==> src/rtl/startup_pattern_engine_pkg.sv <==
// Shared defaults, widths and transfer FSM encodings for the startup pattern engine.
package startup_disp_pkg;

    localparam int unsigned NPAT_DEF     = 16;
    localparam int unsigned PAT_W_DEF    = 16;
    localparam int unsigned SCLK_DIV_DEF = 2;
    localparam int unsigned TMR_W        = 16;

    localparam logic [1:0] ST_IDLE     = 2'd0;
    localparam logic [1:0] ST_SHIFT_LO = 2'd1;
    localparam logic [1:0] ST_SHIFT_HI = 2'd2;
    localparam logic [1:0] ST_STROBE   = 2'd3;

endpackage

==> src/rtl/startup_pattern_engine_if.sv <==
// Control inputs and display/status outputs of the startup pattern engine.
interface startup_pattern_engine_if;

    logic                               CLEAR;
    logic                               DISP;
    logic                               LOAD_PAT;
    logic                               NXT_ADR;
    logic                               RST_TMR;
    logic [startup_disp_pkg::TMR_W-1:0] TMR;
    logic                               DONE;
    logic                               SCLK;
    logic                               SDATA;
    logic                               LATCH;
    logic                               BLANK;
    logic                               BUSY;

    modport master (
        output CLEAR, DISP, LOAD_PAT, NXT_ADR, RST_TMR,
        input  TMR, DONE, SCLK, SDATA, LATCH, BLANK, BUSY
    );

    modport slave (
        input  CLEAR, DISP, LOAD_PAT, NXT_ADR, RST_TMR,
        output TMR, DONE, SCLK, SDATA, LATCH, BLANK, BUSY
    );

endinterface

==> src/rtl/startup_pattern_rom.sv <==
// Walking-one pattern ROM; any address at or past NPAT reads as all zeros.
module startup_pattern_rom #(
    parameter int unsigned NPAT  = startup_disp_pkg::NPAT_DEF,
    parameter int unsigned PAT_W = startup_disp_pkg::PAT_W_DEF,
    parameter int unsigned ADR_W = $clog2(NPAT + 1)
) (
    input  logic [ADR_W-1:0] adr,
    output logic [PAT_W-1:0] pat
);

    always_comb begin
        pat = '0;
        if (32'(adr) < NPAT) begin
            pat = PAT_W'(1) << (32'(adr) % PAT_W);
        end
    end

endmodule

==> src/rtl/startup_pattern_engine.sv <==
// Startup pattern sequencer: dwell timer, pattern address, serial display shifter.
// Define STARTUP_PAT_CHKSUM_EN to add the CHKSUM port and its XOR accumulator.
module startup_pattern_engine
    import startup_disp_pkg::*;
#(
    parameter int unsigned NPAT     = NPAT_DEF,
    parameter int unsigned PAT_W    = PAT_W_DEF,
    parameter int unsigned SCLK_DIV = SCLK_DIV_DEF
) (
    input  logic                       CLK,
    input  logic                       RST,
    startup_pattern_engine_if.slave    bus
`ifdef STARTUP_PAT_CHKSUM_EN
    ,
    output logic [PAT_W-1:0]           CHKSUM
`endif
);

    localparam int unsigned ADR_W = $clog2(NPAT + 1);
    localparam int unsigned BIT_W = (PAT_W > 1) ? $clog2(PAT_W) : 1;
    localparam int unsigned DIV_W = (SCLK_DIV > 1) ? $clog2(SCLK_DIV) : 1;

    logic [1:0]       state, state_nx;
    logic [PAT_W-1:0] pat, pat_nx, rom_pat;
    logic [BIT_W-1:0] bit_cnt, bit_cnt_nx;
    logic [DIV_W-1:0] div_cnt, div_cnt_nx;
    logic [ADR_W-1:0] adr, adr_nx;
    logic [TMR_W-1:0] tmr, tmr_nx;
    logic             done, sclk, sdata, latch, busy, blank;
    logic             phase_end_c;

    startup_pattern_rom #(
        .NPAT  (NPAT),
        .PAT_W (PAT_W),
        .ADR_W (ADR_W)
    ) u_rom (
        .adr (adr),
        .pat (rom_pat)
    );

    assign phase_end_c = (div_cnt == DIV_W'(SCLK_DIV - 1));

    // Transfer next-state; CLEAR overrides everything including a pending load.
    always_comb begin
        state_nx   = state;
        pat_nx     = pat;
        bit_cnt_nx = bit_cnt;
        div_cnt_nx = div_cnt;
        if (bus.CLEAR) begin
            state_nx   = ST_IDLE;
            pat_nx     = '0;
            bit_cnt_nx = '0;
            div_cnt_nx = '0;
        end else begin
            case (state)
                ST_IDLE: begin
                    if (bus.LOAD_PAT) begin
                        pat_nx     = rom_pat;
                        bit_cnt_nx = BIT_W'(PAT_W - 1);
                        div_cnt_nx = '0;
                        state_nx   = ST_SHIFT_LO;
                    end
                end
                ST_SHIFT_LO: begin
                    if (phase_end_c) begin
                        div_cnt_nx = '0;
                        state_nx   = ST_SHIFT_HI;
                    end else begin
                        div_cnt_nx = div_cnt + DIV_W'(1);
                    end
                end
                ST_SHIFT_HI: begin
                    if (phase_end_c) begin
                        div_cnt_nx = '0;
                        if (bit_cnt == '0) begin
                            state_nx = ST_STROBE;
                        end else begin
                            bit_cnt_nx = bit_cnt - BIT_W'(1);
                            state_nx   = ST_SHIFT_LO;
                        end
                    end else begin
                        div_cnt_nx = div_cnt + DIV_W'(1);
                    end
                end
                ST_STROBE: state_nx = ST_IDLE;
                default:   state_nx = ST_IDLE;
            endcase
        end
    end

    // Address saturates at NPAT; timer saturates at all-ones.
    always_comb begin
        adr_nx = adr;
        if (bus.NXT_ADR && (adr != ADR_W'(NPAT))) begin
            adr_nx = adr + ADR_W'(1);
        end
        tmr_nx = tmr;
        if (bus.RST_TMR) begin
            tmr_nx = '0;
        end else if (tmr != '1) begin
            tmr_nx = tmr + TMR_W'(1);
        end
    end

    // Outputs are registered from the next state so they line up with the state register.
    always_ff @(posedge CLK or posedge RST) begin
        if (RST) begin
            state   <= ST_IDLE;
            pat     <= '0;
            bit_cnt <= '0;
            div_cnt <= '0;
            adr     <= '0;
            tmr     <= '0;
            done    <= 1'b0;
            sclk    <= 1'b0;
            sdata   <= 1'b0;
            latch   <= 1'b0;
            busy    <= 1'b0;
            blank   <= 1'b1;
        end else begin
            state   <= state_nx;
            pat     <= pat_nx;
            bit_cnt <= bit_cnt_nx;
            div_cnt <= div_cnt_nx;
            adr     <= adr_nx;
            tmr     <= tmr_nx;
            done    <= (adr_nx == ADR_W'(NPAT));
            sclk    <= (state_nx == ST_SHIFT_HI);
            sdata   <= ((state_nx == ST_SHIFT_LO) || (state_nx == ST_SHIFT_HI)) ?
                       pat_nx[bit_cnt_nx] : 1'b0;
            latch   <= (state_nx == ST_STROBE);
            busy    <= (state_nx != ST_IDLE);
            blank   <= ~bus.DISP;
        end
    end

    assign bus.TMR   = tmr;
    assign bus.DONE  = done;
    assign bus.SCLK  = sclk;
    assign bus.SDATA = sdata;
    assign bus.LATCH = latch;
    assign bus.BLANK = blank;
    assign bus.BUSY  = busy;

`ifdef STARTUP_PAT_CHKSUM_EN
    logic             load_ok_c;
    logic [PAT_W-1:0] chksum;

    assign load_ok_c = (state == ST_IDLE) && bus.LOAD_PAT && !bus.CLEAR;

    // Accumulates every accepted pattern; only RST clears it.
    always_ff @(posedge CLK or posedge RST) begin
        if (RST) begin
            chksum <= '0;
        end else if (load_ok_c) begin
            chksum <= chksum ^ rom_pat;
        end
    end

    assign CHKSUM = chksum;
`endif

endmodule

==> src/flat_wrapper.sv <==
// flat-port wrapper written by rule: the top's interface ports become plain ports
module startup_pattern_engine_flat import startup_disp_pkg::*;
#(
    parameter int unsigned NPAT     = NPAT_DEF,
    parameter int unsigned PAT_W    = PAT_W_DEF,
    parameter int unsigned SCLK_DIV = SCLK_DIV_DEF
)
  (CLK, RST, bus_CLEAR, bus_DISP, bus_LOAD_PAT, bus_NXT_ADR, bus_RST_TMR, bus_TMR, bus_DONE, bus_SCLK, bus_SDATA, bus_LATCH, bus_BLANK, bus_BUSY);
  startup_pattern_engine_if bus_i ();
  input  logic CLK;
  input  logic RST;
  input wire logic [$bits(bus_i.CLEAR)-1:0] bus_CLEAR;
  input wire logic [$bits(bus_i.DISP)-1:0] bus_DISP;
  input wire logic [$bits(bus_i.LOAD_PAT)-1:0] bus_LOAD_PAT;
  input wire logic [$bits(bus_i.NXT_ADR)-1:0] bus_NXT_ADR;
  input wire logic [$bits(bus_i.RST_TMR)-1:0] bus_RST_TMR;
  output wire logic [$bits(bus_i.TMR)-1:0] bus_TMR;
  output wire logic [$bits(bus_i.DONE)-1:0] bus_DONE;
  output wire logic [$bits(bus_i.SCLK)-1:0] bus_SCLK;
  output wire logic [$bits(bus_i.SDATA)-1:0] bus_SDATA;
  output wire logic [$bits(bus_i.LATCH)-1:0] bus_LATCH;
  output wire logic [$bits(bus_i.BLANK)-1:0] bus_BLANK;
  output wire logic [$bits(bus_i.BUSY)-1:0] bus_BUSY;
  assign bus_i.CLEAR = bus_CLEAR;
  assign bus_i.DISP = bus_DISP;
  assign bus_i.LOAD_PAT = bus_LOAD_PAT;
  assign bus_i.NXT_ADR = bus_NXT_ADR;
  assign bus_i.RST_TMR = bus_RST_TMR;
  assign bus_TMR = bus_i.TMR;
  assign bus_DONE = bus_i.DONE;
  assign bus_SCLK = bus_i.SCLK;
  assign bus_SDATA = bus_i.SDATA;
  assign bus_LATCH = bus_i.LATCH;
  assign bus_BLANK = bus_i.BLANK;
  assign bus_BUSY = bus_i.BUSY;
  startup_pattern_engine #(.NPAT(NPAT), .PAT_W(PAT_W), .SCLK_DIV(SCLK_DIV)) u_core (.CLK(CLK), .RST(RST), .bus(bus_i));
endmodule
==> config.mk <==
export PLATFORM = sky130hd
export DESIGN_NAME = startup_pattern_engine_flat
export DESIGN_NICKNAME = d
export VERILOG_FILES = /design/src/rtl/startup_pattern_engine_pkg.sv /design/src/rtl/startup_pattern_engine_if.sv /design/src/rtl/startup_pattern_rom.sv /design/src/rtl/startup_pattern_engine.sv /design/src/flat_wrapper.sv
export SDC_FILE = /design/constraint.sdc
export NUM_CORES = 1
export LEC_CHECK = 0
export CAP_MARGIN = 40
export CORE_MARGIN = 8
export CORE_UTILIZATION = 56
export DETAILED_ROUTE_END_ITERATION = 8
export MAX_ROUTING_LAYER = met4
export PLACE_DENSITY = 0.77
export SYNTH_ARGS = -nofsm -noshare
export SYNTH_HDL_FRONTEND = slang
export SYNTH_SLANG_ARGS = --single-unit
==> constraint.sdc <==
create_clock -name CLK -period 3.5 [get_ports CLK]
set_clock_uncertainty 0.2 [all_clocks]
set_input_delay 0.525 -clock CLK [delete_from_list [all_inputs] [get_ports CLK]]
set_output_delay 0.525 -clock CLK [all_outputs]
set_load 0.02 [all_outputs]
== Yosys cells after proc, flatten, opt, wreduce, memory -nomap -nowiden ==
Index checks and enable logic that the tools add are counted.

* Bits in registers: 50
* Latch bits: 0
* Bits in writable memories: 0
* Bits in read-only memories: 0
* Input port bits: 7
* Logic and storage cells: 64
* Memories: 0

* Add/sub/neg operators: 4
* Multipliers: 0
* Divide/modulo/power cells: 0
* Magnitude comparators: 2
* Equal/unequal tests: 10
* Shift-type cells: 1
* Multiplexer cells: 25
* Bitwise operators: 1
* Reduce and logical (&&, ||, !) cells: 9

{| class="wikitable"
|+ Operators by type and width
! operator !! count
|-
| two-way mux 16 bit || 6
|-
| adder 16 x 1 -> 16 bit (second input constant) || 1
|-
| two-way mux 4 bit || 4
|-
| != test 16 bit (second input constant) || 1
|-
| << shifter 1 x 4 -> 16 bit (first input constant) || 1
|-
| two-way mux 2 bit || 5
|-
| equality test 2 bit (second input constant) || 4
|-
| case mux 2 bit (4 select lines) || 1
|-
| case mux 4 bit (2 select lines) || 1
|-
| adder 5 x 1 -> 5 bit (second input constant) || 1
|-
| equality test 5 bit (second input constant) || 1
|-
| < comparator 4 x 5 -> 1 bit (second input constant) || 1
|-
| < comparator 5 bit (second input constant) || 1
|-
| two-way mux 1 bit || 5
|-
| two-way mux 5 bit || 1
|-
| != test 5 bit (second input constant) || 1
|-
| binary-select mux 1 bit (select 4 bit) || 1
|-
| equality test 2 x 1 -> 1 bit (second input constant) || 2
|-
| zero test 4 bit || 1
|-
| nonzero test 2 bit || 2
|-
| subtractor 4 x 1 -> 4 bit (second input constant) || 1
|-
| != test 3 bit (second input constant) || 1
|-
| nonzero test 3 bit || 1
|-
| zero test 2 bit || 1
|-
| 7 further kinds || 7
|}

== Longest topological paths before layout ==
* Word-level depth: 8
* Gate-level depth with buffers: 10

== Hierarchy ==
From an unflattened synthesis, not the netlist that was laid out.

* Cells, all modules: 286
* Area, all modules: 2,776.4 µm²

{| class="wikitable"
|+ By module, submodules not included
! module !! times used !! cells each !! area each (µm²) !! seq. area each (µm²)
|-
| startup_pattern_engine || 1 || 258 || 2,547.4 || 1,252.5
|-
| startup_pattern_rom || 1 || 28 || 229.0 || 0.0
|}

== Worst setup path after synthesis ==
No wires, ideal clock.

* Path type: reg2reg
* Start point: register u_core.bit_cnt[0]
* End point: register u_core.sdata, in the netlist u_core.bus.SDATA
* Setup time: 127 ps
* Arrival time: 2,130 ps
* Required time: 3,173 ps
* Path slack: 1,042 ps
* Cell stages (with the launch flop): 9
* Clock period less this slack: 2,458 ps
* Path through: dfrtp_1 inv_1 ha_1 or3b_4 mux2i_4 nor2_1 mux2_2 o2111ai_1 o22ai_1

* Longest elaborated chain between the ends: 8

{| class="wikitable"
|+ RTL lines
! element !! RTL line !! source
|-
| start: declaration || startup_pattern_engine.sv:25 || <nowiki>logic [BIT_W-1:0] bit_cnt, bit_cnt_nx;</nowiki>
|-
| start signal: assignment || startup_pattern_engine.sv:123 || <nowiki>bit_cnt <= bit_cnt_nx;</nowiki>
|-
| subtractor 4 x 1 -> 4 bit / zero test 4 bit (equally long branches) || startup_pattern_engine.sv:78, startup_pattern_engine.sv:75 ||
|-
| two-way mux 4 bit / two-way mux 2 bit (equally long branches) || startup_pattern_engine.sv:75 || <nowiki>if (bit_cnt == '0) begin</nowiki>
|-
| two-way mux 4 bit / two-way mux 2 bit (equally long branches) || startup_pattern_engine.sv:73 || <nowiki>if (phase_end_c) begin</nowiki>
|-
| case mux 4 bit (2 select lines) / case mux 2 bit (4 select lines) (equally long branches) || startup_pattern_engine.sv:55 || <nowiki>case (state)</nowiki>
|-
| two-way mux 4 bit / two-way mux 2 bit (equally long branches) || startup_pattern_engine.sv:49 || <nowiki>if (bus.CLEAR) begin</nowiki>
|-
| binary-select mux 1 bit (select 4 bit), or another cell as far along || startup_pattern_engine.sv:130 || <nowiki>pat_nx[bit_cnt_nx] : 1'b0;</nowiki>
|-
| two-way mux 1 bit (not written as such) / logical OR 1 bit (equally long branches) || startup_pattern_engine.sv:130, startup_pattern_engine.sv:129 ||
|-
| two-way mux 1 bit (*) || startup_pattern_engine.sv:129 || <nowiki>sdata <= ((state_nx == ST_SHIFT_LO) || (state_nx == ST_SHIFT_HI)) ?</nowiki>
|-
| end signal: assignment || startup_pattern_engine.sv:129 ||
|-
| end: declaration || startup_pattern_engine.sv:29 || <nowiki>logic done, sclk, sdata, latch, busy, blank;</nowiki>
|}

Mark *: on every way between the ends. The rest lies on a longest branch, timed or not. The select of a mux whose other input is x is not followed.
A chain may end at the register's enable or synchronous reset.

== Worst setup path in the final report ==
Same ends and word-level chain as after synthesis.

==> results.md <==
- Outcome: completed
- Hold Fails Final Rpt: 0
- Synth Register Bits: 50
- ANT nets after route: 0
- Power Internal: 1.02 mW
- Starting Density: 0.579
- Setup bufs post-CTS: 0
- Slowest CP cell: dfrtp_1
- CTS resizes: 0
- Syn nets: 296
- Async S/R FF share, synth: 1.00
- Max Clk Rate: 0.357 GHz
- CTS tree: done
- Setup violators final: 0
- Power Dens Cells: 481 nW/um^2
- Relative slew slack: 0.570
- Synthesized area: 2740 um^2
- Number of flops mapped to enable cells by yosys: 0
- Die height: 85.9 um
- Post-layout util: 0.680
- DIE WIDTH: 85.9 um
- Vias in the first global route: 2082
- Clock share of power: 0.265
- Post-layout minimum cycle time: 2800 ps
- Average wire per standard cell: 16.2 um
- Slowest Stage Delay on Critical Path: 460 ps
- WS Path Type: flop to flop
- Post-synth top area cell: dfrtp_1
- DR vias: 2165
- Max IR drop VDD: 0.359 mV
- Seq/Total Area, Yosys: 0.458
- Drc violations: 0
- Leakage power total: 1.42 nW
- Num CTS Buffers: 5
- Endpoint type of the worst setup path: flop
- Most used DFF post-synth: dfrtp_1
- Overflow after GRT: 0
- # rows: 25
- MaxCap Viol Count: 0
- Met2 WL: 2890 um
- Initial antenna violation count: 0
- Worst EP arrival: 2790 ps
- Avg Inst Size Synth: 9.95 um^2
- Synth top area share: 0.448
- RSZ-0062 raised after global routing: false
- TNS Setup: 0 ps
- Skew-Pair Late Insertion Delay: 310 ps
- Worst hold slack: 301 ps
- First-pass GRT wire length: 10200 um
- Post-CTS Hold Fix Bufs: 0
- DRT iter0 DRCs: 151
- Post-placement cell area: 3100 um^2
- Share of power burned in registers: 0.471
- Vias per inst: 5.80
- Die area: 7380 um^2
- Layout area overhead: 17.3%
- Syn. warnings: 0
- Switch Pwr: 0.520 mW
- Worst hold path class: flop to flop
- Top delay family on crit path: simple AND/OR/NAND/NOR gates
- Core footprint: 4720 um^2
- Global-route usage over all layers: 0.175
- Mapped Cells: 275
- # fillers: 383
- Synth cell count leaders: 49 x dfrtp_1, 25 x nor2_1, 24 x inv_1
- Fraction of layout cells with a size suffix above 1: 0.0752
- Part of the cycle the worst path needs: 0.800
- CTS root buffer: clkbuf_8
- Iteration count of the initial detailed-routing pass: 5
- Post-Layout Inst Area: 3210 um^2
- Largest net degree at the start of global routing: 32
- Crit-path max FO: 7
- Worst path buffer plus inverter count: 1
- GPL Wtd Cong: 0.899
- Layout net count: 326
- Final WL: 6060 um
- Fin cells: 373
- Uppermost layer routed: met4
- Metal3 WL: 375 um
- Most frequent cell after synthesis: dfrtp_1
- Critical Path Start Type: flop
- Worst-path cell chain: inv_1, ha_1, or3b_4, mux2i_4, nor2_1, mux2_2, o2111ai_1, o22ai_1
- Placed wire-length estimate: 4470 um
- Dpl cells: 365
- Ant. Diodes: 0
- Worst-path clk slew: 90 ps
- FF+latch area: 1250 um^2
- Synth area leaders: dfrtp_1 45%, ha_1 6.4%, nor2_1 3.4%, inv_1 3.3%, xnor2_1 3.2%
- Final Max Slew Viols: 0
- H-tree levels: 2
- Worst-margin pin slew: 641 ps
- Port Buf Inserts: 28
- Required @ worst endpoint: 3490 ps
- Cell variety after synth: 56
- Clock Tree Buf Depth: 2
- Switching part of the total: 0.336
- Combinational share of power: 0.264
- I/O pin cnt: 29
- Multi-input gate area: 1350 um^2
- Metal-1 WL: 2720 um
- TritonCTS sink count: 50
final timing paths:
kind                                    from               end  slack (ps)  depth (start not counted)
min                           u_core.pat[14]    u_core.pat[14]         300                          2
min in group asynchronous                RST     u_core.pat[3]         330                          2
max reg2reg                u_core.bit_cnt[0]  u_core.bus.SDATA         700                          8
max in group asynchronous                RST  u_core.bus.BLANK        2210                          3
max                        u_core.bit_cnt[0]  u_core.bus.SDATA         700                          8
min reg2reg                   u_core.pat[14]    u_core.pat[14]         300                          2
cells in the final DEF, fill, tap and decap left out, types with 3 or more instances in the layout:
| cell | n |
|---|---|
| clkdlybuf4s50_1 | 28 |
| a22oi_1 | 3 |
| mux2_2 | 3 |
| a21o_1 | 5 |
| o211ai_1 | 3 |
| a21oi_1 | 5 |
| nand3_1 | 5 |
| dfrtp_1 | 49 |
| nor2_1 | 25 |
| ha_1 | 14 |
| xnor2_1 | 10 |
| or3_1 | 4 |
| buf_4 | 3 |
| nand2_1 | 14 |
| o21ai_0 | 15 |
| nor3_1 | 8 |
| a32oi_1 | 6 |
| a31oi_1 | 3 |
| and3_1 | 5 |
| clkbuf_8 | 5 |
| inv_1 | 23 |
| mux2i_1 | 4 |
| and2_1 | 5 |
| nand4_1 | 7 |
| xor2_1 | 3 |
| nand2b_1 | 6 |
| o2111ai_1 | 3 |
worst reg2reg max path, cell delays in order (launching register included):
cell and delay, ps:
dfrtp_1 460, inv_1 170, ha_1 220, or3b_4 430, mux2i_4 210, nor2_1 260, mux2_2 380, o2111ai_1 240
o22ai_1 100
registers in the layout, indices dropped and copies added, names as in the netlist:
| register | count |
|---|---|
| u_core.adr | 5 |
| u_core.bit_cnt | 4 |
| u_core.bus.BLANK | 1 |
| u_core.bus.BUSY | 1 |
| u_core.bus.DONE | 1 |
| u_core.bus.LATCH | 1 |
| u_core.bus.SCLK | 1 |
| u_core.bus.SDATA | 1 |
| u_core.bus.TMR | 16 |
| u_core.div_cnt | 1 |
| u_core.pat | 16 |
| u_core.state | 2 |
metal layers:
layer	global-route usage	up-vias
met2	0.271	66
met5	-	-
met4	0.0510	0
met3	0.0420	7
li1	-	1047
met1	0.223	1045
kinds of logic (layout without fill, tap and decap cells):
| group | after synthesis | count (layout) | synth area share |
|---|---|---|---|
| flops | 50 | 50 | 0.458 |
| compound gates | 59 | 59 | 0.155 |
| fa+ha+maj | 14 | 14 | 0.0640 |
| buf+inv | 33 | 64 | 0.0494 |
| simple gates | 98 | 98 | 0.197 |
| mux | 8 | 8 | 0.0352 |
| xor+xnor | 13 | 13 | 0.0416 |
stage by stage:
step,worst slack [ps],power (mW)
2_1_floorplan,1040,1.02
3_3_place_gp,614,1.12
3_5_place_dp,608,1.14
4_1_cts,729,1.55
5_1_grt,562,1.63
6_report,700,1.54
final cells by class:
class / instances / share of cell area
flip-flops and latches: 50 / 0.390
well taps: 67 / 0.0261
multi-input cells: 192 / 0.420
clock inverters: 3 / 0.0136
inverters: 24 / 0.0281
clock buffers: 5 / 0.0214
repair buffers: 32 / 0.101
power groups by stage:
stage | logic (mW) | clock network, mW | registers [mW]
final | 0.408 | 0.409 | 0.727
after global routing | 0.450 | 0.441 | 0.737
after CTS | 0.407 | 0.418 | 0.724
after detailed placement | 0.402 | 0 | 0.734
after global placement | 0.390 | 0 | 0.732
after floorplan | 0.318 | 0 | 0.703
(Power assumes the default switching activity.)
